==> src/rtl/ucode_sequencer.sv <==
// rtl/ucode_sequencer.sv - micro-code entry/exit sequencer around the shadow-register file
module ucode_sequencer #(
  parameter int UADDR_W   = 8,
  parameter int ENTER_CYC = 2,
  parameter int DRAIN_CYC = 3,
  parameter int MAX_UOPS  = 64
) (
  input  logic               clk,
  input  logic               rst,
  input  logic               start,
  input  logic [UADDR_W-1:0] entry_addr,
  input  logic               rom_last,
  input  logic               uop_ready,
  input  logic               abort,
  output logic               ucode_flag,
  output logic               busy,
  output logic [UADDR_W-1:0] rom_addr,
  output logic               uop_valid,
  output logic               done,
  output logic               err
);

  localparam int MAX_CYC = (ENTER_CYC > DRAIN_CYC) ? ENTER_CYC : DRAIN_CYC;
  localparam int CW      = (MAX_CYC > 1) ? $clog2(MAX_CYC) : 1;
  localparam int UW      = $clog2(MAX_UOPS + 1);

  typedef enum logic [2:0] {S_IDLE, S_ENTER, S_RUN, S_DRAIN, S_DONE} state_t;

  state_t             r_state;
  logic [CW-1:0]      r_cnt;
  logic [UW-1:0]      r_uops;
  logic               r_flag;
  logic               r_busy;
  logic               r_valid;
  logic               r_done;
  logic               r_err;
  logic [UADDR_W-1:0] r_addr;

  logic               w_accept;
  logic [UW-1:0]      w_uops_next;

  assign w_accept    = r_valid && uop_ready;
  assign w_uops_next = r_uops + 1'b1;

  always_ff @(posedge clk) begin
    if (!rst) begin
      r_state <= S_IDLE;
      r_cnt   <= '0;
      r_uops  <= '0;
      r_flag  <= 1'b0;
      r_busy  <= 1'b0;
      r_valid <= 1'b0;
      r_done  <= 1'b0;
      r_err   <= 1'b0;
      r_addr  <= '0;
    end else begin
      r_done <= 1'b0;
      r_err  <= 1'b0;
      // abort outranks everything once a sequence is under way, including an accept
      if (r_state != S_IDLE && abort) begin
        r_state <= S_IDLE;
        r_flag  <= 1'b0;
        r_busy  <= 1'b0;
        r_valid <= 1'b0;
        r_addr  <= '0;
      end else begin
        case (r_state)
          S_IDLE: begin
            if (start && !abort) begin
              r_state <= S_ENTER;
              r_addr  <= entry_addr;
              r_cnt   <= CW'(ENTER_CYC - 1);
              r_uops  <= '0;
              r_flag  <= 1'b1;
              r_busy  <= 1'b1;
            end
          end
          S_ENTER: begin
            if (r_cnt == '0) begin
              r_state <= S_RUN;
              r_valid <= 1'b1;
            end else begin
              r_cnt <= r_cnt - 1'b1;
            end
          end
          S_RUN: begin
            if (w_accept) begin
              if (rom_last) begin
                r_state <= S_DRAIN;
                r_valid <= 1'b0;
                r_cnt   <= CW'(DRAIN_CYC - 1);
              end else if (w_uops_next == UW'(MAX_UOPS)) begin
                // runaway micro-program: bail out without a done
                r_state <= S_IDLE;
                r_flag  <= 1'b0;
                r_busy  <= 1'b0;
                r_valid <= 1'b0;
                r_addr  <= '0;
                r_err   <= 1'b1;
              end else begin
                r_addr <= r_addr + 1'b1;
                r_uops <= w_uops_next;
              end
            end
          end
          S_DRAIN: begin
            if (r_cnt == '0) begin
              r_state <= S_DONE;
              r_flag  <= 1'b0;
              r_busy  <= 1'b0;
              r_addr  <= '0;
              r_done  <= 1'b1;
            end else begin
              r_cnt <= r_cnt - 1'b1;
            end
          end
          S_DONE: begin
            // one extra low cycle so the flag is low for two cycles between sequences
            r_state <= S_IDLE;
          end
          default: r_state <= S_IDLE;
        endcase
      end
    end
  end

  assign ucode_flag = r_flag;
  assign busy       = r_busy;
  assign rom_addr   = r_addr;
  assign uop_valid  = r_valid;
  assign done       = r_done;
  assign err        = r_err;

endmodule

==> config.mk <==
export PLATFORM = sky130hd
export DESIGN_NAME = ucode_sequencer
export DESIGN_NICKNAME = d
export VERILOG_FILES = /design/src/rtl/ucode_sequencer.sv
export SDC_FILE = /design/constraint.sdc
export NUM_CORES = 1
export LEC_CHECK = 0
export CAP_MARGIN = 20
export CORE_MARGIN = 2
export CORE_UTILIZATION = 35
export CTS_CLUSTER_SIZE = 24
export DETAILED_ROUTE_END_ITERATION = 6
export GPL_TIMING_DRIVEN = 0
export HOLD_SLACK_MARGIN = 0.03
export SETUP_SLACK_MARGIN = 0.1
export SLEW_MARGIN = 25
export SYNTH_ARGS = -nofsm -noshare
export SYNTH_HDL_FRONTEND = slang
export SYNTH_SLANG_ARGS = --single-unit
export TNS_END_PERCENT = 50
==> constraint.sdc <==
create_clock -name clk -period 3.8 [get_ports clk]
set_input_delay 0.95 -clock clk [delete_from_list [all_inputs] [get_ports clk]]
set_output_delay 0.95 -clock clk [all_outputs]
set_load 0.05 [all_outputs]
==> metrics.md <==
| Metric | Value |
|---|---|
| Initial DRC Count | `117` |
| Worst clock skew | `slightly above 0.004 ns` |
| Post-synth top cells | `dfxtp_1, nand2_1, o21ai_0, nand3_1, nor2_1` |
| R2r setup slk | `1.59 ns` |
| DRC | `0` |
| H-tree levels | `1` |
| Clock tree from TritonCTS | `done` |
| Final wirelength | `3880 microns` |
| Register area share after synthesis | `between 30 and 40%` |
| Mean number of vias per cell | `5.67` |
| Hold path startpoint | `r_cnt[1]` |
| Sink count of the clock tree | `24` |
| Starting density of the core | `36.8%` |
| Clock power frac | `between 15 and 20%` |
| Number of buffers created by CTS | `3` |
| Average wire length per cell after detail routing | `14.6 microns` |
| Syn Area/Cell | `8.01 sq um` |
| Clock transition at the registers of the reported paths | `0.09 ns` |
| Post-route fraction of the period consumed by the critical path | `65.6%` |
| Number of hold-slack violations in the final timing report | `0` |
| Cell Count Post-Placement | `261` |
| Total power of the final layout | `1.10 mW` |
| Weighted congestion at the end of routability-driven global placement | `0.817` |
| Via count of the first global-routing pass | `roughly 1400` |
| Number of distinct library cells after synthesis | `55` |
| CTS hold repair buffers | `0` |
| Overflow left after global routing | `0` |
| DIE AREA | `4770 sq um` |
| Post-synthesis cell count | `~190` |
| Height of the die | `69.1 microns` |
| Clock latency on the worst-skew pair | `0.27 ns` |
| Setup-failing EPs final | `0` |
| Filler cells | `428` |
| Most used flip-flop cell after synthesis | `dfxtp_1` |
| Unrepaired setup endpoints after global routing | `false` |
| Number of nets with antenna violations after detailed routing | `0` |
| Worst path buffer plus inverter count | `1` |
| Global-route wire length before repair | `6670 microns` |
| Data arrival at the endpoint of the critical path | `around 1.5 ns` |
| Max-cap violation count | `0` |
| Non-Filler Instances | `between 200 and 300` |
| Category of cells accounting for the largest share of critical-path delay | `buffers and inverters` |
| Number of gates resized after CTS | `0` |
| Initial DRT Pass Iterations | `4` |
| CP Launch Type | `flip-flop` |
| Slew HR | `57.4%` |
| Sum of negative setup slack | `0 ns` |
| Depth of the critical timing path with buffers and inverters included | `1` |
| Highest fanout seen on the critical path | `6` |
| Setup bufs post-CTS | `0` |
| Number of enable flip-flop cells after synthesis | `0` |
| Root Buffer Master | `clkbuf_8` |
| Final-stage net count | `233` |
| Largest stage delay on the critical path | `0.84 ns` |
| Layout cells sized above 1 | `6.98%` |
| Post-synth top area cell | `dfxtp_1` |
| Maximum number of pins on one net before global-route repair | `14` |
| Count of input and output buffers | `26` |
| Post-synthesis net count | `202` |
| Endpoint type of the worst setup path | `output port` |
| Number of placement rows | `23` |
| Core area | `roughly 4000 sq um` |
| CP Class | `reg -> out` |
| Sw Share | `about 45%` |
| Overall track demand over capacity in global routing | `16.8%` |
| Reg-to-reg startpoint | `r_state[1]` |
| Internal cell power | `0.601 mW` |
| Maximum number of buffers from clock root to sink | `2` |
| Vias | `1502` |
| Number of antenna violations at the first check in global routing | `0` |
| Max stage delay cell, worst path | `clkdlybuf4s50_1` |
| Worst-margin pin slew | `0.637 ns` |
| Final slew viol count | `0` |
| Final antenna diode count | `0` |
| Area added between synthesis and finish | `25.5%` |
| Sequence of cells on the critical path | `clkdlybuf4s50_1` |
| P_leak | `about 0.61 nW` |
| Post-route worst hold slack | `just under 0.5 ns` |
| Most numerous cell in the Yosys netlist | `dfxtp_1` |
| Cell depth of the worst hold path | `2` |
| R2R depth | `5` |
| Warning count from the yosys run | `0` |
| Seq cells post-synth | `24` |
| Asr flop ratio synth | `0%` |
| Peak supply drop | `between 200 and 300 uV` |
| Hold WC Path Type | `reg -> reg` |
| Final min period | `approximately 2.5 ns` |
| Required time of the worst setup path | `2.85 ns` |
| Achievable Freq | `401 MHz` |
| Logic pwr share | `51.9%` |
| Pwr/cell area | `between 500 and 600 nW/um^2` |
| Critical Path Start | `rom_addr[3]` |
| Top cells by area, synth | `dfxtp_1, nand2_1, o21ai_0` |
| I/O pin total | `27` |
| Final HPWL DP | `2900 microns` |
| Die Width | `69.1 microns` |
| Switching power | `0.500 mW` |
| Fraction of synthesized cell area taken by the top area cell type | `32.4%` |
| Share of power burned in registers | `31.5%` |
| Cell area after synthesis | `1480 sq um` |
| Result of the run | `finished, final reports clean` |
-- cell families (layout without fill, tap and decap cells) --
logic type,Yosys count,after routing,share of synthesized area (%)
AND/OR/NAND/NOR,80,80,29.2
AO/OA/AOI/OAI,59,59,29.6
flip-flops,24,24,32.4
buffers and inverters,17,47,4.89
adder cells (fa/ha/maj),3,3,2.53
multiplexers,2,2,1.35
-- worst register-to-register path, delay by kind of cell (launching register included) --
family / cells / cell delay (ns)
AND/OR/NAND/NOR: 3 / 1.19
flip-flops: 1 / 0.39
AO/OA/AOI/OAI: 2 / 0.54
-- area by class of cell --
| cell class | instances | area [sq um] | area share (%) |
|---|---|---|---|
| repair buffers | 26 | 260 | 14.0 |
| multi-input cells | 144 | 930 | 50.0 |
| inverters | 8 | 30.0 | 1.61 |
| clock buffers | 4 | 55.1 | 2.96 |
| well taps | 50 | 62.6 | 3.36 |
| flip-flops and latches | 24 | 480 | 25.8 |
| plain buffers | 9 | 42.5 | 2.29 |
-- per-stage QoR --
stage          utilization, %  setup slack (ns)  cell area (sq um)
2_1_floorplan               -              1.68               1480
3_3_place_gp             44.8              1.06               1810
3_5_place_dp             44.8              1.05               1810
4_1_cts                  46.2              1.30               1860
5_1_grt                  46.2              1.22               1860
6_report                 46.2              1.31               1860
-- layer usage --
layer  vias up  wire length, microns  GRT usage, %
li1        766                     -             -
met1       706                  1980          24.2
met2        25                  1760          25.9
met3         5                   120          3.65
met4         0                    25          3.05
met5         -                     0             0
-- sequential cells by signal, indices dropped and copies added (netlist names) --
| name | flops |
|---|---|
| rom_addr | 8 |
| r_uops | 7 |
| r_state | 3 |
| r_cnt | 2 |
| busy | 1 |
| done | 1 |
| err | 1 |
| uop_valid | 1 |
-- worst paths after layout --
| path | to |
|---|---|
| setup / recovery | rom_addr[3] |
| setup reg to reg | r_uops[5] |
| hold / removal | r_cnt[1] |
| hold reg to reg | r_cnt[1] |
-- cell usage in the layout (no fill, tap or decap), types with 2 or more instances in the layout --
master and count:
inv_1 8, nor2_1 9, o31ai_1 3, nand4_1 2, buf_4 2, a32o_1 3, mux2i_1 2, a31oi_1 4
clkdlybuf4s50_1 26, o2bb2ai_1 3, and2_1 3, ha_1 3, dfxtp_1 24, nand2_1 21, and3_1 2, nor4_1 2
clkbuf_1 5, a2bb2oi_1 2, or3_1 3, o21ai_1 3, a211oi_1 2, a21oi_1 8, nor2b_1 2, clkbuf_8 4
nand4b_1 2, nand2b_1 5, nand3_1 9, o41ai_1 3, a311oi_1 2, nor3_1 8, or3_2 2, o21ai_0 10
o211ai_1 4
-- power by group through the flow --
stage / sequential (mW) / clock [mW] / combinational (mW)
after floorplan: 0.443 / 0 / 0.315
after global placement: 0.352 / 0 / 0.571
after detailed placement: 0.352 / 0 / 0.568
after CTS: 0.347 / 0.186 / 0.570
after global routing: 0.355 / 0.199 / 0.631
final: 0.347 / 0.182 / 0.571
Power figures use the tool's default switching activity.
==> RTL edit 1 (config.mk and constraints unchanged) <==
The parameter `MAX_UOPS` goes from 64 to 128.
--- a/src/rtl/ucode_sequencer.sv
+++ b/src/rtl/ucode_sequencer.sv
@@ -5,3 +5,3 @@
   parameter int DRAIN_CYC = 3,
-  parameter int MAX_UOPS  = 64
+  parameter int MAX_UOPS  = 128
 ) (
Function: same outputs for any inputs over 10 cycles, from zero or initial values and one cycle with rst low; that may be too few to reach the edited logic, so the function may still have changed.
==> RTL edit 1 against the original RTL <==
- first-iteration DRC count fell by 21%
- global-route usage rose by 1.2 points
- wire length fell by 4.0%
- core utilization fell by 0.84 points
- power fell by 23%
- area after synthesis fell by 0.93%
- sequential share of layout area rose by 1.6 points
- worst setup slack got worse by 0.26 ns
- synthesized cell count rose by 2.2%
- clock power fell by 11%
- register-to-register slack got worse by 0.15 ns
- sequential cell count rose by 1
- cell area fell by 1.8%
==> RTL edit 1: results <==
set metrics [dict create \
    htreeDepth 1 \
    synth-async-reset-ratio_pct 0 \
    clock_skew_ns 0.00188 \
    portBuffers 25 \
    synth.area.top_cells "dfxtp_1 34%, nand2_1 6.4%, o21ai_0 4.8%" \
    ys_types 44 \
    synth_common_cells "25 x dfxtp_1, 25 x nand2_1, 15 x nor2_1" \
    antenna_found_initial 0 \
    seq_area_frac_synth_pct 34.1 \
    wirelength_um 3720 \
    grt_pass1_wl_um 6470 \
    netSwitchingFraction_pct 41.3 \
    outcome "completed" \
    grt_pass1_vias 1398 \
    syn_to_final_growth_pct 24.4 \
    worst-path-max-fanout 10 \
    p_leak_uw 0.000629 \
    grt.total_usage_pct 17.9 \
    drive_gt1_share_pct 5.96 \
    synth_fp_nets 206 \
    drt-initial-drc-count 93 \
    gp_congestion 0.807 \
    grt_start_max_net_pins 14 \
    slew_headroom_pct 55.7 \
    hpwl_um 2730 \
    max-vdd-ir-drop_uv 286 \
    viasPerCell 5.54 \
    arrival_ns 2.93 \
    fillers 425 \
    nets 236 \
]
[RTL edit 1: worst max-delay path, cell delays in order]
cell and delay [ns]:
clkdlybuf4s50_1 0.53, or3_4 0.46, a311oi_4 0.34, nand3_1 0.15
buf_2 0.23, o311ai_1 0.28
[RTL edit 1: kinds of logic (layout without fill, tap and decap cells)]
group	Yosys count	in the layout	share of synthesized area, %
and+or+nand+nor	84	84	28.7
adders and majority gates	3	3	2.56
AOI/OAI and AO/OA	61	61	29.7
DFF	25	25	34.1
buffers and inverters	16	45	4.94
[RTL edit 1: path summary, 6_finish.rpt]
path	startpoint	to	slack, ns	cells after the start
worst max-delay path	rom_last	rom_addr[5]	1.05	6
worst min-delay path	r_cnt[1]	r_cnt[1]	0.46	2
worst max register to register	r_state[2]	rom_addr[5]	1.44	7
worst min register to register	r_cnt[1]	r_cnt[1]	0.46	2
[RTL edit 1: layer usage]
layer  up-vias  global-route usage [%]  wire (um)  part of all wire (%)
li1        772                       -          -                     -
met1       680                    25.6       1900                    51
met2        27                    27.4       1680                    45
met3         5                    2.76        101                   2.7
met4         0                    6.13         43                   1.2
met5         -                       0          0                     0
[RTL edit 1: power groups by stage]
stage,Clock (uW),Sequential (uW),Combinational [uW]
6_report,162,336,351
5_1_grt,177,344,383
4_1_cts,166,337,352
3_5_place_dp,0,342,352
3_3_place_gp,0,342,352
2_1_floorplan,0,414,166
[RTL edit 1: stage by stage]
stage                     instance area (um^2)  hold WS (ns)  std cells  power, uW  worst slack (ns)
after floorplan                           1470         0.436        189        581              1.41
after global placement                    1780         0.448        264        693             0.748
after detailed placement                  1780         0.451        264        693             0.741
after CTS                                 1830         0.465        268        855              1.02
after global routing                      1830         0.489        268        904             0.812
final                                     1830         0.462        268        849              1.05
[RTL edit 1: final cells by class]
class	count	area, um^2	area share, %
buffer	9	46.3	2.53
clock buffer	4	45.0	2.47
inverter	7	26.3	1.44
multi-input combinational	148	896	49.0
sequential	25	500	27.4
tap	50	62.6	3.42
timing repair buffer	25	250	13.7
==> RTL edit 2 (same flow settings) <==
Without the edit above. The 5 states of `state_t` get a one-hot encoding in 5 bits.
--- a/src/rtl/ucode_sequencer.sv
+++ b/src/rtl/ucode_sequencer.sv
@@ -26,3 +26,3 @@
 
-  typedef enum logic [2:0] {S_IDLE, S_ENTER, S_RUN, S_DRAIN, S_DONE} state_t;
+  typedef enum logic [4:0] {S_IDLE = 5'b00001, S_ENTER = 5'b00010, S_RUN = 5'b00100, S_DRAIN = 5'b01000, S_DONE = 5'b10000} state_t;
 
Behaviour: no difference found for any inputs over 10 cycles, from zero or initial values and one cycle with rst low; not proved beyond that.
==> RTL edit 2 against the original RTL <==
- sequential share of layout area is 1.0 points higher
- worst setup slack worse by 0.24 ns
- cell area is 4.2% higher
- synthesized cell count is 7.0% higher
- wire length is 0.31% higher
- power is 12% higher
- area after synthesis is 5.8% higher
- sequential cell count is 2 higher
- first-iteration DRC count is 33% lower
- critical path depth is 6 higher
- critical path type is now primary input to flop
- critical endpoint is now r_cnt[0]
==> RTL edit 2: results <==
set metrics [dict create \
    portBuffers 25 \
    grt_pass1_wl_um 6730 \
    hold_end "busy" \
    grt_start_max_net_pins 15 \
    cp.depth 7 \
    ys_types 54 \
    clock_skew_ns 0.00754 \
    fillers 477 \
    synth_fp_nets 215 \
    drive_gt1_share_pct 9.69 \
    arrival_ns 2.89 \
    r2r_slack_ns 1.45 \
    max-vdd-ir-drop_uv 342 \
    place_ws_ns 0.751 \
    crit_path_start "rom_last" \
    synth_compound_area_share_pct 23.6 \
    r2r_end "rom_addr[7]" \
    hpwl_um 2930 \
    synth_common_cells "28 x nand2_1, 26 x dfxtp_1, 21 x nor2_1" \
    synth.area.top_cells "dfxtp_1 33%, nand2_1 6.7%, nor2_1 5.0%" \
    synth_xor_area_share_pct 1.67 \
    grt.total_usage_pct 16.6 \
    reg2regPathDepth 9 \
    outcome "completed" \
    wirelength_um 3890 \
]
[RTL edit 2: cell count changes after synthesis, moves of 4 or more]
cell     before  now
nand2_1      21   28
a21oi_1       8   14
nor3_1        8    1
a22o_1        0    4
nor2_1        9   21
[RTL edit 2: metrics by stage]
stage                     utilization [%]  power [uW]  cells
final                                44.8        1230    279
after global routing                 44.8        1310    279
after CTS                            44.8        1240    279
after detailed placement             43.6        1050    275
after global placement               43.6        1050    275
after floorplan                         -         875    198
[RTL edit 2: power breakdown]
| part | leakage [uW] | internal [uW] | switching, uW |
|---|---|---|---|
| Sequential | 0.000212 | 327 | 45.4 |
| Combinational | 0.000475 | 258 | 417 |
| Clock | 0.0000288 | 92.7 | 89.9 |
| Total | 0.000715 | 678 | 552 |
[RTL edit 2: cell families (layout without fill, tap and decap cells)]
kind of cell	after synthesis	in the layout
xor gates and xnor gates	3	3
buffers and inverters	17	46
AOI/OAI and AO/OA	54	54
adders and majority gates	3	3
and+or+nand+nor	93	93
muxes	2	2
DFF	26	26
[RTL edit 2: worst register-to-register path, delay by kind of cell, from the launching register on]
kind / cells / cell delay [ns]
AND/OR/NAND/NOR: 3 / 0.68
buffers and inverters: 3 / 0.58
flip-flops: 1 / 0.31
AO/OA/AOI/OAI: 3 / 0.71
[RTL edit 2: final cells by class]
type / instances / area [um^2] / area share, %
clock buffers: 4 / 55.1 / 2.84
repair buffers: 25 / 250 / 12.9
plain buffers: 12 / 76.3 / 3.94
flip-flops and latches: 26 / 520 / 26.8
multi-input cells: 155 / 953 / 49.2
inverters: 5 / 18.8 / 0.968
well taps: 52 / 65.1 / 3.35
[RTL edit 2: routing by layer]
layer,vias up,global-route usage [%],part of all wire (%)
met5,-,0,0
met4,0,4.40,1.5
met3,6,3.70,3.1
met2,25,25.4,44
met1,704,23.6,51
li1,781,-,-
